## src/rtl/cpu_pkg.sv

```systemverilog
// Shared encodings for the 8-bit accumulator CPU: ALU ops, ACC sources and opcodes.
package cpu_pkg;

    localparam logic [3:0] ALU_ADD = 4'b0001;
    localparam logic [3:0] ALU_SUB = 4'b0010;
    localparam logic [3:0] ALU_NOR = 4'b0011;
    localparam logic [3:0] ALU_SHL = 4'b1011;
    localparam logic [3:0] ALU_SHR = 4'b1100;

    localparam logic [1:0] ACC_SRC_ALU = 2'b00;
    localparam logic [1:0] ACC_SRC_REG = 2'b10;
    localparam logic [1:0] ACC_SRC_IMM = 2'b11;

    // Opcodes live in IR[7:4]; IR[3:0] is the register index or immediate.
    localparam logic [3:0] OP_ADD = 4'h1;
    localparam logic [3:0] OP_SUB = 4'h2;
    localparam logic [3:0] OP_NOR = 4'h3;
    localparam logic [3:0] OP_ST  = 4'h5;
    localparam logic [3:0] OP_BR  = 4'h7;
    localparam logic [3:0] OP_SHL = 4'hB;
    localparam logic [3:0] OP_SHR = 4'hC;
    localparam logic [3:0] OP_LDI = 4'hD;
    localparam logic [3:0] OP_LDR = 4'hE;
    localparam logic [3:0] OP_HLT = 4'hF;

endpackage

```

## src/rtl/alu8.sv

```systemverilog
// Combinational ALU: A = register operand, B = accumulator; carry is meaningful for ADD/SUB/shifts.
module alu8
    import cpu_pkg::*;
#(
    parameter int unsigned DATA_W = 8
) (
    input  logic [DATA_W-1:0] a,
    input  logic [DATA_W-1:0] b,
    input  logic [3:0]        op,
    output logic [DATA_W-1:0] result,
    output logic              carry
);

    always_comb begin
        result = '0;
        carry  = 1'b0;
        case (op)
            ALU_ADD: {carry, result} = {1'b0, a} + {1'b0, b};
            // Top bit of the widened difference is the borrow (a < b).
            ALU_SUB: {carry, result} = {1'b0, a} - {1'b0, b};
            ALU_NOR: result = ~(a | b);
            ALU_SHL: begin
                result = {b[DATA_W-2:0], 1'b0};
                carry  = b[DATA_W-1];
            end
            ALU_SHR: begin
                result = {1'b0, b[DATA_W-1:1]};
                carry  = b[0];
            end
            default: ;
        endcase
    end

endmodule

```

## src/rtl/datapath_core.sv

```systemverilog
// Execution datapath: PC, IR, ACC, register file, ALU and retired-instruction counter.
// Optional registered carry flag output flagC when DATAPATH_CARRY_EN is defined.
module datapath_core
    import cpu_pkg::*;
#(
    parameter int unsigned DATA_W   = 8,
    parameter int unsigned ADDR_W   = 8,
    parameter int unsigned NUM_REGS = 16,
    parameter int unsigned CNT_W    = 16
) (
    input  logic              clk,
    input  logic              rst,
    input  logic              loadIR,
    input  logic              incPC,
    input  logic              loadPC,
    input  logic              loadAcc,
    input  logic              loadReg,
    input  logic              selPC,
    input  logic [1:0]        selACC,
    input  logic [3:0]        aluOp,
    input  logic              halt,
    input  logic [7:0]        imemData,
    output logic [ADDR_W-1:0] imemAddr,
    output logic [7:0]        instr,
    output logic              flagZ,
    output logic              flagN,
`ifdef DATAPATH_CARRY_EN
    output logic              flagC,
`endif
    output logic [DATA_W-1:0] accOut,
    output logic [CNT_W-1:0]  instrCount
);

    logic [ADDR_W-1:0] pc_q;
    logic [7:0]        ir_q;
    logic [DATA_W-1:0] acc_q;
    logic [CNT_W-1:0]  cnt_q;
    logic [DATA_W-1:0] rf_q [NUM_REGS];

    logic [3:0]        rf_idx;
    logic [DATA_W-1:0] rf_rd;
    logic [DATA_W-1:0] alu_result;
    logic              alu_carry;
    logic [DATA_W-1:0] acc_d;
    logic              acc_we;
    logic [ADDR_W-1:0] br_target;

    assign rf_idx = ir_q[3:0];
    assign rf_rd  = rf_q[rf_idx];

    alu8 #(
        .DATA_W (DATA_W)
    ) u_alu (
        .a      (rf_rd),
        .b      (acc_q),
        .op     (aluOp),
        .result (alu_result),
        .carry  (alu_carry)
    );

    always_comb begin
        acc_d  = acc_q;
        acc_we = 1'b0;
        case (selACC)
            ACC_SRC_ALU: begin
                acc_d  = alu_result;
                acc_we = loadAcc;
            end
            ACC_SRC_REG: begin
                acc_d  = rf_rd;
                acc_we = loadAcc;
            end
            ACC_SRC_IMM: begin
                acc_d  = {{(DATA_W-4){1'b0}}, ir_q[3:0]};
                acc_we = loadAcc;
            end
            default: ;
        endcase
    end

    always_comb begin
        br_target = {{(ADDR_W-4){1'b0}}, ir_q[3:0]};
        if (selPC) begin
            br_target = ADDR_W'(rf_rd);
        end
    end

    always_ff @(posedge clk) begin
        if (rst) begin
            pc_q  <= '0;
            ir_q  <= '0;
            acc_q <= '0;
            cnt_q <= '0;
            for (int i = 0; i < NUM_REGS; i++) begin
                rf_q[i] <= '0;
            end
        end else if (!halt) begin
            if (loadIR) begin
                ir_q  <= imemData;
                cnt_q <= cnt_q + CNT_W'(1);
            end
            if (loadPC) begin
                pc_q <= br_target;
            end else if (incPC) begin
                pc_q <= pc_q + ADDR_W'(1);
            end
            if (acc_we) begin
                acc_q <= acc_d;
            end
            // Non-blocking write stores the pre-edge ACC even if ACC also loads.
            if (loadReg) begin
                rf_q[rf_idx] <= acc_q;
            end
        end
    end

`ifdef DATAPATH_CARRY_EN
    logic carry_q;

    always_ff @(posedge clk) begin
        if (rst) begin
            carry_q <= 1'b0;
        end else if (!halt && loadAcc && selACC == ACC_SRC_ALU) begin
            carry_q <= alu_carry;
        end
    end

    assign flagC = carry_q;
`else
    logic unused_carry;
    assign unused_carry = alu_carry;
`endif

    assign imemAddr   = pc_q;
    assign instr      = ir_q;
    assign accOut     = acc_q;
    assign flagZ      = (acc_q == '0);
    assign flagN      = acc_q[DATA_W-1];
    assign instrCount = cnt_q;

endmodule

```

## config.mk

```make
export PLATFORM = sky130hd
export DESIGN_NAME = datapath_core
export DESIGN_NICKNAME = d
export VERILOG_FILES = /design/src/rtl/cpu_pkg.sv /design/src/rtl/alu8.sv /design/src/rtl/datapath_core.sv
export SDC_FILE = /design/constraint.sdc
export NUM_CORES = 1
export LEC_CHECK = 0
export ABC_CLOCK_PERIOD_IN_PS = 6800
export BUFFER_PORTS_ARGS = -buffer_cell sky130_fd_sc_hd__buf_2
export CAP_MARGIN = 0
export CORE_UTILIZATION = 50
export DETAILED_ROUTE_END_ITERATION = 16
export GPL_ROUTABILITY_DRIVEN = 1
export PLACE_DENSITY_LB_ADDON = 0.15
export SETUP_SLACK_MARGIN = 0.3
export SLEW_MARGIN = 20
export SYNTH_ARGS = -nofsm -noshare
export SYNTH_HDL_FRONTEND = slang
export SYNTH_HIERARCHICAL = 1
export SYNTH_SLANG_ARGS = --single-unit
export TNS_END_PERCENT = 50
```

## constraint.sdc

```tcl
create_clock -name clk -period 6.8 [get_ports clk]
set_input_delay 0.34 -clock clk [delete_from_list [all_inputs] [get_ports clk]]
set_output_delay 0.34 -clock clk [all_outputs]
set_load 0.01 [all_outputs]
```

==> impl_metrics.json, run 1 <==
{
  "cts_tree": "yes",
  "clock_sinks": 172,
  "place_ws_ps": 2700,
  "p_per_area_nw_per_um2": 244,
  "cp_cell_sequence": "mux4_1 -> a22o_1 -> or2_1 -> inv_1 -> ha_1 -> o21ba_1 -> or4_4 -> a21oi_1 -> a211oi_1 -> o21ai_0 -> a21oi_1 -> a211oi_1",
  "hold_viol_final": 0,
  "syn_area_um2": 8960,
  "crit_type": "register to register",
  "grt_pass1_wl_um": 34800,
  "area_growth_syn_to_layout_pct": 11.7,
  "drive_gt1_share_pct": 18.2,
  "final_util_pct": 57.5,
  "overflow": 0,
  "fmax_ghz": 0.246,
  "cts-buffers-inserted": 17,
  "fin_cells": 1055,
  "max_cap_viol_count": 0,
  "path_max_fanout": 28,
  "crit_required_ps": 7140,
  "crit_buf_inv": 1,
  "antenna_found_initial": 0,
  "ys_warn_count": 6,
  "syn_area_per_cell_um2": 11.5,
  "holdBufCountCts": 0,
  "irDropWorstVdd_v": 0.000170,
  "fin_nets": 866,
  "dp_hpwl_um": 15300,
  "core_area_um2": 17400,
  "ctsResizeCount": 0,
  "hold_class": "input port to register",
  "drt.antenna.violating_nets": 0,
  "gp_congestion": 0.890,
  "status": "completed",
  "drcViolationCount": 0,
  "worst_setup_path_end_kind": "register",
  "grt_pass1_vias": 6198,
  "clockRootBuffer": "clkbuf_16",
  "synthCells": 776,
  "fin_crit_ps": 4060,
  "fillerInstances": 1483,
  "clockBufferDepth": 2,
  "slowest_delay_ps": 950,
  "crit_family": "compound AO/OA/AOI/OAI gates",
  "buffer_ports.inserted": 64,
  "n_antenna_cell": 0,
  "dieArea_um2": 18500,
  "clock_latency_ps": 420,
  "multi_input_area_um2": 3900,
  "setup_tns_ps": 0,
  "die_y_um": 136,
  "slew_headroom_pct": 24.1,
  "clk_pin_slew_worst_paths_ps": 70,
  "slew_viol_final": 0,
  "synth_fp_nets": 825,
  "arrival_ps": 4400,
  "io_pins": 65,
  "die_w_um": 136,
  "post_drt_wl_per_cell_um": 21.1,
  "via_per_inst": 6.26,
  "num_rows": 48,
  "setup.worst_path.start_class": "register",
  "setup_viol_count_final": 0,
  "worstMarginPinSlew_ps": 1130,
  "dr.first_iter.drc_count": 493,
  "regArea_um2": 4730,
  "leakagePower_nw": 3.73,
  "post_cts_buffers": 0,
  "setup_slack_ps": 2740,
  "cts_max_level": 4,
  "clock_skew_ps": 8.44,
  "vias": 6603,
  "post-place-cells": 1023,
  "initial_utilization_pct": 51.4,
  "grt_max_degree": 42,
  "rsz0062_at_grt": "false",
  "first_pass_iters": 6,
  "grt_usage_pct": 25.1,
  "min_period_over_period_pct": 59.7,
  "routed_wl_um": 22200,
  "crit_slowest_cell": "dfxtp_2"
}
==> worst paths after layout <==
| kind | to | slack, ps | start | depth (start not counted) |
|---|---|---|---|---|
| min | instr[5] | 160 | imemData[5] | 3 |
| max reg2reg | accOut[6] | 2740 | register | 12 |
| max | accOut[6] | 2740 | register | 12 |
| min reg2reg | instr[6] | 460 | instr[6] | 2 |
==> power by group <==
| group | internal, mW | switching [mW] |
|---|---|---|
| clock network | 0.564 | 0.428 |
| logic | 0.100 | 0.152 |
| registers | 1.16 | 0.0400 |
| total | 1.82 | 0.619 |
==> stage by stage <==
stage                     hold WS [ps]  total power [mW]  area (um2)
after floorplan                    476              1.39        8960
after global placement             440              1.47        9390
after detailed placement           448              1.47        9390
after CTS                          138              2.45       10000
after global routing               146              2.52       10000
final                              158              2.44       10000
==> worst register-to-register path: cells and delay by family, from the launching register on <==
family / cells / cell delay (ps)
AO/OA/AOI/OAI: 7 / 1240
adder cells (fa/ha/maj): 1 / 310
buffers and inverters: 1 / 80
flip-flops: 1 / 950
multiplexers: 1 / 680
AND/OR/NAND/NOR: 2 / 720
==> flip-flops by register name (all words and copies together), names as in the netlist, named ones only <==
| register | count |
|---|---|
| imemAddr | 8 |
| accOut | 8 |
| rf_q | 128 |
| instr | 8 |
| instrCount | 16 |
==> per-layer routing <==
metal / track usage, % / part of all wire (%) / vias to the layer above / wire (um)
li1: - / - / 3002 / -
met2: 40.1 / 48 / 264 / 10600
met4: 6.55 / 1.1 / 0 / 253
met5: 0 / 0 / - / 0
met3: 4.10 / 6.2 / 25 / 1370
met1: 35.5 / 45 / 3312 / 9970
==> layout by cell type, fill, tap and decap left out, types with 4 or more instances in the layout <==
cell and count:
o221ai_1 5, nor3_1 34, clkinv_4 4, nand2b_1 8, or4_1 9, nand4_1 8
and2_1 97, xor2_1 7, or2_1 4, o22ai_1 6, o21ai_1 9, o21ai_0 33
buf_2 64, dfxtp_1 43, a21oi_1 33, inv_1 29, nor4_1 8, edfxtp_1 128
nor2b_1 6, or2_2 6, mux4_2 30, xnor2_1 4, o221a_2 4, a22oi_1 5
a211oi_1 5, nand3_1 10, nand2_1 42, clkbuf_16 21, and3_1 6, nor2_1 42
buf_4 6, ha_1 24, o31ai_1 4, a22o_1 10, a31oi_1 9
==> cell type report <==
cell class | count | share of cell area [%]
clock inverters | 11 | 0.938
multi-input cells | 526 | 39.0
flip-flops and latches | 172 | 47.2
clock buffers | 21 | 5.25
repair buffers | 70 | 3.65
inverters | 30 | 1.13
well taps | 225 | 2.81
Power figures use the tool's default switching activity.
==> inputs of run 2 (changes only) <==
--- a/config.mk
+++ b/config.mk
@@ -5,7 +5,8 @@
 export SDC_FILE = /design/constraint.sdc
 export NUM_CORES = 1
 export LEC_CHECK = 0
-export ABC_CLOCK_PERIOD_IN_PS = 6800
+export ABC_AREA = 1
+export ABC_CLOCK_PERIOD_IN_PS = 3850
 export BUFFER_PORTS_ARGS = -buffer_cell sky130_fd_sc_hd__buf_2
 export CAP_MARGIN = 0
 export CORE_UTILIZATION = 50
==> constraint.sdc (replaced) <==
create_clock -name clk -period 3.85 [get_ports clk]
set_input_delay 0.1925 -clock clk [delete_from_list [all_inputs] [get_ports clk]]
set_output_delay 0.1925 -clock clk [all_outputs]
set_load 0.01 [all_outputs]
==> run 2 against run 1 <==
  * The run now ends with DRC left
  * Worst setup slack got worse by 1900 ps
  * Flip-flop and latch count stayed put
  * Critical path depth rose by 5
  * Fmax is 36% higher
  * Die area up 3.5%
  * Count of clock-buffer cells in the layout decreased by 4
  * Combinational power rose to 2.7 times the previous value
  * Synthesized area is 3.5% higher
  * Core utilization down 0.21 points
==> impl_metrics.json, run 2 <==
{
  "status": "complete, but fails checks",
  "violations": "DRC",
  "cts_max_level": 4,
  "ctsResizeCount": 0,
  "largest_register": "rf_q",
  "max_cap_viol_count": 0,
  "drive_gt1_share_pct": 12.8,
  "n_antenna_cell": 0,
  "mostFrequentLayoutCells": "nand2_1, nor2_1, edfxtp_1",
  "via_per_inst": 5.40,
  "vias": 7586,
  "hold_viol_final": 0,
  "slew_viol_final": 0,
  "slew_headroom_pct": 43.6,
  "leakagePower_nw": 4.45,
  "core_area_um2": 18100,
  "place_ws_ps": 918,
  "antenna_found_initial": 0,
  "p_per_area_nw_per_um2": 435,
  "grt_usage_pct": 25.0,
  "post_cts_buffers": 0,
  "cts_tree": "yes",
  "reg2reg_depth": 17,
  "rsz0062_at_grt": "false",
  "crit_buf_inv": 3,
  "die_w_um": 138,
  "post-place-cells": 1369,
  "area_growth_syn_to_layout_pct": 11.7,
  "clock_skew_ps": 7.87,
  "num_rows": 49,
  "setup.worst_path.start_class": "register",
  "fin_nets": 1212,
  "worst_setup_path_end_kind": "register",
  "arrival_ps": 3300,
  "drt.antenna.violating_nets": 0,
  "dr.first_iter.drc_count": 677,
  "fmax_ghz": 0.335,
  "cts-buffers-inserted": 17,
  "routed_wl_um": 23400,
  "hold_class": "input port to register",
  "setup_tns_ps": 0,
  "crit_type": "register to register",
  "syn_area_um2": 9270,
  "overflow": 0,
  "buffer_ports.inserted": 64,
  "fin_crit_ps": 2980,
  "irDropWorstVdd_v": 0.000312,
  "path_max_fanout": 77,
  "dp_hpwl_um": 15700,
  "grt_pass1_wl_um": 36900,
  "gp_congestion": 0.912,
  "final_common_cell": "nand2_1",
  "holdBufCountCts": 4,
  "fin_cells": 1405,
  "die_y_um": 138,
  "post_drt_wl_per_cell_um": 16.6,
  "setup_slack_ps": 868,
  "clk_pin_slew_worst_paths_ps": 70,
  "grt_pass1_vias": 6957,
  "fillerInstances": 1659,
  "synth_fp_nets": 1163,
  "synthCells": 1114,
  "ys_warn_count": 6,
  "holdPathStages": 2,
  "crit_family": "simple AND/OR/NAND/NOR gates",
  "worstMarginPinSlew_ps": 840,
  "initial_utilization_pct": 51.3,
  "clockBufferDepth": 2,
  "crit_required_ps": 4160,
  "grt_max_degree": 78,
  "worstHoldStart": "rst",
  "clockRootBuffer": "clkbuf_16",
  "drcViolationCount": 2,
  "crit_slowest_cell": "fa_1",
  "min_period_over_period_pct": 77.4,
  "dieArea_um2": 19100,
  "crit_cells": 17,
  "p_total_mw": 4.51,
  "clock_latency_ps": 420,
  "first_pass_iters": 11,
  "clock_sinks": 172,
  "io_pins": 65,
  "slowest_delay_ps": 460,
  "setup_viol_count_final": 0,
  "cp_cell_sequence": "buf_12 -> nand2_1 -> nand2_1 -> nand2_1 -> nand3_1 -> nand3_1 -> nand2_1 -> inv_1 -> fa_1 -> inv_1 -> nand4_1 -> nand3_1 -> nand2_1 -> nand3_1 -> nand3_1 -> a21oi_1 -> a21oi_1",
  "syn_area_per_cell_um2": 8.32,
  "largest_reg_flops": 128
}
==> run 2: power by group <==
part	internal, mW	total [mW]	switching [mW]	leakage (nW)
sequential	2.06	2.10	0.0427	1.68
clock	1.02	1.74	0.719	0.283
combinational	0.205	0.669	0.464	2.48
total	3.28	4.51	1.23	4.45
==> run 2: area by class of cell <==
cell class | instances | area [um2] | share of cell area [%]
Clock buffer | 17 | 425 | 4.11
Clock inverter | 15 | 170 | 1.64
Inverter | 139 | 522 | 5.04
Multi-Input combinational cell | 758 | 3770 | 36.5
Sequential cell | 172 | 4730 | 45.6
Tap cell | 229 | 287 | 2.77
Timing Repair Buffer | 75 | 450 | 4.35
==> run 2: metrics by stage <==
step / instance area (um2) / utilization (%) / hold WS [ps]
6_report: 10400 / 57.3 / 12.9
5_1_grt: 10400 / 57.3 / 10.1
4_1_cts: 10400 / 57.3 / 0.493
3_5_place_dp: 9720 / 53.7 / 423
3_3_place_gp: 9720 / 53.7 / 418
2_1_floorplan: 9270 / - / 265
==> run 2: worst paths after layout <==
check	end	slack [ps]
hold reg to reg	instrCount[3]	500
hold / removal	instrCount[0]	10
setup reg to reg	accOut[6]	870
setup / recovery	accOut[6]	870
==> run 2: per-layer routing <==
metal / track usage, % / vias to the layer above / wire [um]
met1: 32.9 / 3593 / 10400
li1: - / 3749 / -
met2: 42.9 / 218 / 11400
met3: 4.33 / 26 / 1320
met4: 6.51 / 0 / 298
met5: 0 / - / 0
==> inputs of run 3 (changes only) <==
--- a/config.mk
+++ b/config.mk
@@ -6,7 +6,7 @@
 export NUM_CORES = 1
 export LEC_CHECK = 0
 export ABC_AREA = 1
-export ABC_CLOCK_PERIOD_IN_PS = 3850
+export ABC_CLOCK_PERIOD_IN_PS = 2650
 export BUFFER_PORTS_ARGS = -buffer_cell sky130_fd_sc_hd__buf_2
 export CAP_MARGIN = 0
 export CORE_UTILIZATION = 50
==> constraint.sdc (replaced) <==
create_clock -name clk -period 2.65 [get_ports clk]
set_input_delay 0.1325 -clock clk [delete_from_list [all_inputs] [get_ports clk]]
set_output_delay 0.1325 -clock clk [all_outputs]
set_load 0.01 [all_outputs]
==> run 3 against run 2 <==
  * Count of clock-buffer cells in the layout rose by 5
  * Register-to-register slack got worse by 800 ps
  * Wire length rose by 6.4%
  * Via count rose by 4.2%
  * Combinational power rose by 99%
  * Hold slack improved by 53 ps
  * Critical endpoint is now accOut[2]
  * Sequential share of layout area fell by 4.0 points
  * The flow still finishes with violations (DRC)
  * Design area rose by 9.8%
  * First-iteration DRC count fell by 25%
  * Fmax rose by 15%
  * Clock power rose by 48%
  * Cell count rose by 3.6%
==> impl_metrics.json, run 3 (synthesized netlist as in run 2, its figures left out) <==
{
  "io_pins": 65,
  "status": "complete, but fails checks",
  "dp_hpwl_um": 16500,
  "routed_wl_um": 24900,
  "clock_latency_ps": 430,
  "fmax_ghz": 0.387,
  "p_per_area_nw_per_um2": 612,
  "dieArea_um2": 19100,
  "grt_pass1_wl_um": 39200,
  "final_area_um2": 11400,
  "arrival_ps": 2900,
  "grt_usage_pct": 26.5,
  "via_per_inst": 5.44,
  "crit_type": "register to register",
  "hold_viol_final": 0,
  "leakagePower_nw": 4.86,
  "largest_reg_flops": 128,
  "slew_viol_final": 0,
  "buffer_ports.inserted": 64,
  "die_w_um": 138,
  "clockRootBuffer": "clkbuf_16",
  "irDropWorstVdd_v": 0.000480,
  "crit_slowest_cell": "dfxtp_4",
  "fin_crit_ps": 2590,
  "violations": "DRC",
  "n_antenna_cell": 0,
  "core_area_um2": 18100,
  "overflow": 0,
  "drive_gt1_share_pct": 23.6,
  "setup_viol_count_final": 0,
  "mostFrequentLayoutCells": "nor2_1, nand2_1, edfxtp_1",
  "hold_class": "input port to register",
  "dr.first_iter.drc_count": 510,
  "slew_headroom_pct": 45.4,
  "clock_sinks": 172,
  "crit_required_ps": 2960,
  "grt_max_degree": 53,
  "cts_tree": "yes",
  "min_period_over_period_pct": 97.6,
  "clockBufferDepth": 2,
  "final_common_cell": "nor2_1",
  "largest_register": "rf_q",
  "drcViolationCount": 4,
  "fin_nets": 1262,
  "die_y_um": 138,
  "grt_pass1_vias": 7497,
  "rsz0062_at_grt": "true",
  "slowest_delay_ps": 430,
  "worstMarginPinSlew_ps": 814,
  "initial_utilization_pct": 51.3,
  "path_max_fanout": 6,
  "worstHoldStart": "imemData[1]",
  "cts_max_level": 4,
  "setup.worst_path.start_class": "register",
  "clk_pin_slew_worst_paths_ps": 70,
  "clock_skew_ps": 13.3,
  "vias": 7908,
  "num_rows": 49,
  "crit_buf_inv": 2,
  "antenna_found_initial": 0,
  "drt.antenna.violating_nets": 0,
  "post_drt_wl_per_cell_um": 17.1,
  "area_growth_syn_to_layout_pct": 22.6,
  "max_cap_viol_count": 0,
  "place_area_um2": 10100,
  "worst_setup_path_end_kind": "register",
  "first_pass_iters": 11,
  "final_util_pct": 62.9,
  "cts-buffers-inserted": 17,
  "crit_family": "simple AND/OR/NAND/NOR gates",
  "cp_cell_sequence": "buf_12 -> clkbuf_16 -> nand2_4 -> nand3_2 -> nand3_4 -> nand3_4 -> nand2_4 -> ha_4 -> fa_2 -> or2_4 -> nand3_2 -> nand4_1 -> a211oi_2 -> a21oi_1",
  "gp_congestion": 0.869
}
==> run 3: cell count changes in the layout (fill, tap and decap cells not counted), moves of 6 or more <==
cell / change
buf_4: +38
nand3_1: -37
nand3_2: +32
nand2_1: -14
ha_1: -13
nand2_2: +10
ha_4: +8
inv_1: -8
inv_4: +6
==> run 3: final cells by class <==
class,count,area (um2)
clock buffer,22,518
timing repair buffer,125,981
tap,229,287
clock inverter,10,96.3
sequential,172,4730
inverter,139,541
multi-input combinational,758,4220
fill,1531,6720
==> run 3: repair_timing <==
action / in CTS / in global routing
hold endpoints to repair: 8 / 0
pin swaps: 26 / 53
cloned: 2 / 2
hold buffers: 5 / 0
setup buffers: 5 / 4
endpoints found under the setup margin: 8 / 9
gates resized for setup: 52 / 63
==> run 3: final timing paths <==
path         depth (start not counted)  slack [ps]       endpoint
max reg2reg                         14          60      accOut[2]
max                                 14          60      accOut[2]
min reg2reg                          2         500  instrCount[9]
min                                  3          70       register
==> run 3: metrics by stage <==
| stage | power (mW) | cells | TNS, ps | hold WS, ps | worst slack, ps |
|---|---|---|---|---|---|
| CTS | 6.87 | 1449 | 0 | 49.5 | 82.8 |
| detailed placement | 4.21 | 1405 | -210 | 364 | -107 |
| floorplan | 3.81 | 1114 | 0 | 205 | 289 |
| finish | 6.96 | 1455 | 0 | 66.1 | 64.2 |
| global placement | 4.20 | 1405 | -161 | 356 | -81.6 |
| global route | 7.23 | 1455 | -147 | 88.6 | -56.2 |
==> run 3: power by group <==
group          internal [mW]  total [mW]  switching (mW)  leakage [nW]
registers               2.99        3.05          0.0642          1.68
logic                  0.519        1.33           0.814          2.87
clock network           1.50        2.57            1.07         0.309
total                   5.01        6.96            1.95          4.86
==> run 3: worst reg2reg max path, stage by stage (launching register included) <==
cell and delay (ps):
dfxtp_4 430, buf_12 160, clkbuf_16 160, nand2_4 50
nand3_2 70, nand3_4 80, nand3_4 100, nand2_4 90
ha_4 180, fa_2 420, or2_4 260, nand3_2 70
nand4_1 120, a211oi_2 190, a21oi_1 90
==> run 3: metal layers <==
layer  global-route usage (%)  vias to the layer above  wire length [um]
li1                         -                     3860                 -
met1                     33.7                     3774             10600
met2                     45.6                      221             12400
met3                     4.61                       53              1190
met4                     9.58                        0               722
met5                        0                        -                 0
